<file path="src/rtl/mbc_gen2.sv">
// mbc_gen2: clocked cartridge memory bank controller with a synchronised write strobe.
// Optional feature macro: MBC_GEN2_ZERO_BANK_FIX_EN (maps bank 0 to 1 in the 0x4000 window).
module mbc_gen2 #(
  parameter int ROM_BANK_W = 9,
  parameter int RAM_BANK_W = 4
) (
  input  logic                  CLK,
  input  logic                  n_RESET,
  input  logic [7:0]            D,
  input  logic                  A15,
  input  logic                  A14,
  input  logic                  A13,
  input  logic                  A12,
  input  logic                  n_WR,
  input  logic                  n_CS,
  output logic [ROM_BANK_W-1:0] RA,
  output logic [RAM_BANK_W-1:0] AA,
  output logic                  RAM_CS,
  output logic                  n_RAM_CS
);

  localparam int HI_W = (ROM_BANK_W > 8) ? ROM_BANK_W - 8 : 1;

  logic       wr_sync_p0;
  logic       wr_sync_p1;
  logic       wr_prev_p2;
  logic [1:0] settle_cnt;
  logic       armed;
  logic       vld_p2;

  logic [3:0] a_hold_p1;
  logic       ncs_hold_p1;
  logic [7:0] d_hold_p1;
  logic       commit;

  logic                  ram_en;
  logic [7:0]            rom_lo;
  logic [HI_W-1:0]       rom_hi;
  logic [RAM_BANK_W-1:0] ram_bank;
  logic                  mode;

  logic [ROM_BANK_W-1:0] rom_bank;
  logic [ROM_BANK_W-1:0] rom_hi_page;

  // Stage p0/p1: two-flop synchroniser; p2: edge flop.
  // armed only sets once a genuinely synchronised high level is seen after reset,
  // so a strobe already in progress at reset release can never commit.
  always_ff @(posedge CLK or negedge n_RESET) begin
    if (!n_RESET) begin
      wr_sync_p0 <= 1'b1;
      wr_sync_p1 <= 1'b1;
      wr_prev_p2 <= 1'b1;
      settle_cnt <= 2'd0;
      armed      <= 1'b0;
    end else begin
      wr_sync_p0 <= n_WR;
      wr_sync_p1 <= wr_sync_p0;
      wr_prev_p2 <= wr_sync_p1;
      if (settle_cnt != 2'd2)
        settle_cnt <= settle_cnt + 2'd1;
      if (settle_cnt == 2'd2 && wr_sync_p1)
        armed <= 1'b1;
    end
  end

  assign vld_p2 = wr_sync_p1 & ~wr_prev_p2 & armed;

  // Stage p1: bus hold registers track the bus while the synced strobe is low.
  always_ff @(posedge CLK or negedge n_RESET) begin
    if (!n_RESET) begin
      a_hold_p1   <= 4'h0;
      ncs_hold_p1 <= 1'b0;
      d_hold_p1   <= 8'h00;
    end else if (!wr_sync_p1) begin
      a_hold_p1   <= {A15, A14, A13, A12};
      ncs_hold_p1 <= n_CS;
      d_hold_p1   <= D;
    end
  end

  assign commit = vld_p2 & ~a_hold_p1[3] & ncs_hold_p1;

  // Stage p2: register file commit on the synchronised rising edge.
  always_ff @(posedge CLK or negedge n_RESET) begin
    if (!n_RESET) begin
      ram_en   <= 1'b0;
      rom_lo   <= 8'h00;
      rom_hi   <= '0;
      ram_bank <= '0;
      mode     <= 1'b0;
    end else if (commit) begin
      case (a_hold_p1[2:0])
        3'b000, 3'b001: ram_en <= (d_hold_p1[3:0] == 4'hA);
        3'b010:         rom_lo <= d_hold_p1;
        3'b011: begin
          if (ROM_BANK_W > 8)
            rom_hi <= d_hold_p1[HI_W-1:0];
        end
        3'b100, 3'b101: ram_bank <= d_hold_p1[RAM_BANK_W-1:0];
        default:        mode <= d_hold_p1[0];
      endcase
    end
  end

  generate
    if (ROM_BANK_W > 8) begin : g_split
      assign rom_bank    = {rom_hi, rom_lo};
      assign rom_hi_page = {rom_hi, 8'h00};
    end else begin : g_lo_only
      assign rom_bank    = rom_lo;
      assign rom_hi_page = '0;
    end
  endgenerate

  always_comb begin
    RA = '0;
    if (A14) begin
`ifdef MBC_GEN2_ZERO_BANK_FIX_EN
      RA = (rom_bank == '0) ? {{(ROM_BANK_W-1){1'b0}}, 1'b1} : rom_bank;
`else
      RA = rom_bank;
`endif
    end else if (mode) begin
      RA = rom_hi_page;
    end
  end

  assign AA       = ram_bank;
  assign RAM_CS   = ram_en & ~n_CS & ~A14 & A13 & n_RESET;
  assign n_RAM_CS = ~RAM_CS;

endmodule

</file>
<file path="config.mk">
export PLATFORM = sky130hd
export DESIGN_NAME = mbc_gen2
export DESIGN_NICKNAME = d
export VERILOG_FILES = /design/src/rtl/mbc_gen2.sv
export SDC_FILE = /design/constraint.sdc
export NUM_CORES = 1
export LEC_CHECK = 0
export ABC_AREA = 1
export BUFFER_PORTS_ARGS = -buffer_cell sky130_fd_sc_hd__buf_4
export CORE_MARGIN = 2
export CORE_UTILIZATION = 48
export CTS_BUF_LIST = sky130_fd_sc_hd__clkbuf_16
export CTS_CLUSTER_SIZE = 28
export DETAILED_ROUTE_END_ITERATION = 8
export HOLD_SLACK_MARGIN = 0.03
export PLACE_DENSITY = 0.78
export SLEW_MARGIN = 15
export SYNTH_ARGS = -nofsm -noshare
export SYNTH_HDL_FRONTEND = slang
export SYNTH_SLANG_ARGS = --single-unit
</file>
<file path="constraint.sdc">
create_clock -name CLK -period 1.31 [get_ports CLK]
set_clock_uncertainty 0.15 [all_clocks]
set_input_delay 0 -clock CLK [delete_from_list [all_inputs] [get_ports CLK]]
set_output_delay 0 -clock CLK [all_outputs]
set_load 0.05 [all_outputs]
</file>
==> results.yml <==
global_routing:
  grtUsageTotal: 0.221
  grt_antenna_before_repair: 0
  grt_pass1_wl_um: 5550
  grt_pass1_vias: 1173
  overflow: 0
  grt_start_max_net_pins: 35
setup_path:
  worstSetupEndpoint: "rom_lo[5]$_DFFE_PN0P_"
  cp_slowest_stage_delay_ns: 0.57
  reg2regPathDepth: 6
  critPathKind: "reg2reg"
  cp.arrival_ns: 1.44
  required_ns: 1.38
  cp_slowest_cell: "dfstp_2"
  rrSetupSlack_ns: -0.06
  r2r-start: "wr_sync_p1$_DFF_PN1_"
  path_max_fanout: 10
  r2r_end: "rom_lo[5]$_DFFE_PN0P_"
  startpoint: "wr_sync_p1$_DFF_PN1_"
  worstSetupEndpointType: "flop"
  crit_chain: "nand2_4 -> nor2_4 -> buf_4 -> buf_16 -> nand3_1 -> nand2_1"
  start_kind: "flop"
cts:
  clkSlewWorstSetupHoldPaths_ns: 0.05
  clock_latency_ns: 0.28
  cts.sinks: 34
  cts-htree-levels: 2
  cts_buffers: 5
  root_buffer: "clkbuf_16"
  cts_buffer_depth: 2
  cts_tree: "yes"
logic_synthesis:
  synth_seq_cells: 34
  ys_top_cells_by_area: "dfrtp_1 (53%), nand2_1 (12%), mux2_2 (6.2%)"
  synth.top_cell.area_share: 0.530
  synth_area_um2: 1460
  syn_area_per_cell_um2: 9.63
  ys_seq_area_frac: 0.584
  yosys_warnings: 0
  synthCells: 152
  yosysUniqueCellTypes: 23
  yosys.area.top_type: "dfrtp_1"
  synth_nets: 169
drt:
  wl_met3_um: 165
  ant_nets: 0
  drtIter0Drc: 43
  wl_met2_um: 1620
  num_vias: 1217
  wl_met1_um: 1370
  routed_wl_um: 3200
  wl_per_cell_um: 13.2
  firstDrtPassIters: 4
  top_layer_used: "met4"
  vias_per_cell: 5.01
  drcViolationCount: 0
finish:
  nets: 226
  antenna_cells: 0
  instances_no_fill: 243
  area_growth_pct: 47.8
  num-fill-cells: 191
  layout-drive-gt1-share: 0.324
  final_cell_mix: "nand2_1 (47), buf_4 (37), dfrtp_1 (31)"
  fin_area_um2: 2160
  final_common_cell: "nand2_1"
  multi_input_area_um2: 524
  regArea_um2: 855
power_and_ir_drop:
  ir_drop_uv: 1260
  p_leak_nw: 1.15
  power_density_nw_per_um2: 1570
  seqPwrFrac: 0.374
  p_switching_uw: 900
  p_clk_frac: 0.442
  intPower_mw: 2.50
  combinationalPowerShare: 0.184
  switching_share: 0.264
hold_path:
  worst_hold_path_type: "in2async"
timing:
  slew_headroom: 0.723
  finalCriticalPeriod_ns: 1.37
  setup_violations: 17
  fin_setup_tns_ns: -0.632
  max_freq_mhz: 731
  rsz0062_at_grt: "yes"
  hold_viol: 0
  fin_crit_sh: 1.04
  worst_slew_pin_slew_ns: 0.416
  final-max-slew-violation-count: 0
  fin_ws_ns: -0.0578
place:
  place_inst: 218
  dpl.hpwl_um: 2040
  place_area_um2: 1780
  gp_congestion: 0.827
  port_buffers: 30
flow_run:
  drv_cap: 0
floorplan:
  pin_count: 31
  die_area_um2: 3510
  rows: 20
  core_area_um2: 2980
  die_w_um: 59.2
  fp.dieH_um: 59.2
  initial_utilization: 0.492
outcome:
  violations: "negative setup slack"
  status: "finished with violations"
[metal layers]
| layer | GRT usage | up-vias |
|---|---|---|
| met4 | 0.107 | 0 |
| met3 | 0.0764 | 4 |
| li1 | - | 588 |
| met5 | 0 | - |
| met2 | 0.338 | 34 |
| met1 | 0.278 | 591 |
[area by class of cell]
class | count | area share
timing repair buffer | 55 | 0.225
inverter | 17 | 0.0312
tap | 33 | 0.0191
multi-input combinational | 96 | 0.242
sequential | 34 | 0.395
clock buffer | 5 | 0.0578
clock inverter | 3 | 0.0295
[state kept, by name (all words and copies together) (netlist names)]
register / count
mode: 1
a_hold_p1: 4
rom_hi: 1
ram_en: 1
wr_sync_p0: 1
armed: 1
settle_cnt: 2
wr_prev_p2: 1
AA: 4
d_hold_p1: 8
wr_sync_p1: 1
rom_lo: 8
ncs_hold_p1: 1
[stage by stage]
step	hold slack [ns]	power [mW]	util	setup WS (ns)
2_1_floorplan	-0.446	1.64	-	-0.0450
3_3_place_gp	-0.0834	1.84	0.597	0.00172
3_5_place_dp	-0.0630	1.86	0.597	-0.0642
4_1_cts	0.191	3.42	0.724	-0.0526
5_1_grt	0.210	3.55	0.726	-0.141
6_report	0.173	3.40	0.726	-0.0578
[worst max-delay path: cells and delay by family (launching register included)]
family        cells  cell delay [ns]
simple gates      4             0.33
buf+inv           2             0.27
flops             1             0.57
[cell usage after synthesis, drive strengths merged]
library cell  count
ha                1
clkinv            1
clkbuf            1
mux2              8
a21oi             3
nor2              9
nor3              1
dfstp             3
dfrtp            31
nand3            17
o21a              2
buf               4
inv              16
xnor2             1
nand2            51
o21ai             2
a21o              1
[how the worst min path moves through the flow]
stage / endpoint / cells after the start
final: d_hold_p1[3]$_DFFE_PN0N_ / 3
after global routing: d_hold_p1[3]$_DFFE_PN0N_ / 3
after detailed placement: mode$_DFFE_PN0P_ / 2
after global placement: mode$_DFFE_PN0P_ / 2
after floorplan: AA[0]$_DFFE_PN0P_ / 0
after CTS: AA[2]$_DFFE_PN0P_ / 3
[power by group through the flow]
stage | Sequential (mW) | Clock [mW] | Combinational (mW)
global route | 1.29 | 1.59 | 0.678
finish | 1.27 | 1.50 | 0.627
detailed placement | 1.29 | 0 | 0.578
floorplan | 1.40 | 0 | 0.248
global placement | 1.27 | 0 | 0.565
CTS | 1.27 | 1.53 | 0.626
[kinds of logic after synthesis]
group / Yosys count / synth area share
XOR/XNOR: 1 / 0.00598
buffers and inverters: 22 / 0.0701
flip-flops: 34 / 0.584
AND/OR/NAND/NOR: 78 / 0.238
adder cells (fa/ha/maj): 1 / 0.00855
multiplexers: 8 / 0.0615
AO/OA/AOI/OAI: 8 / 0.0325
[repair_timing]
action	4_1_cts	5_1_grt
endpoints found under the hold margin	48	0
hold buffers	15	0
resized for setup	2	2
setup endpoints to repair	21	26
buffers inserted	1	0
gates cloned	1	0
Note: power is estimated with default switching activity, not from simulation.
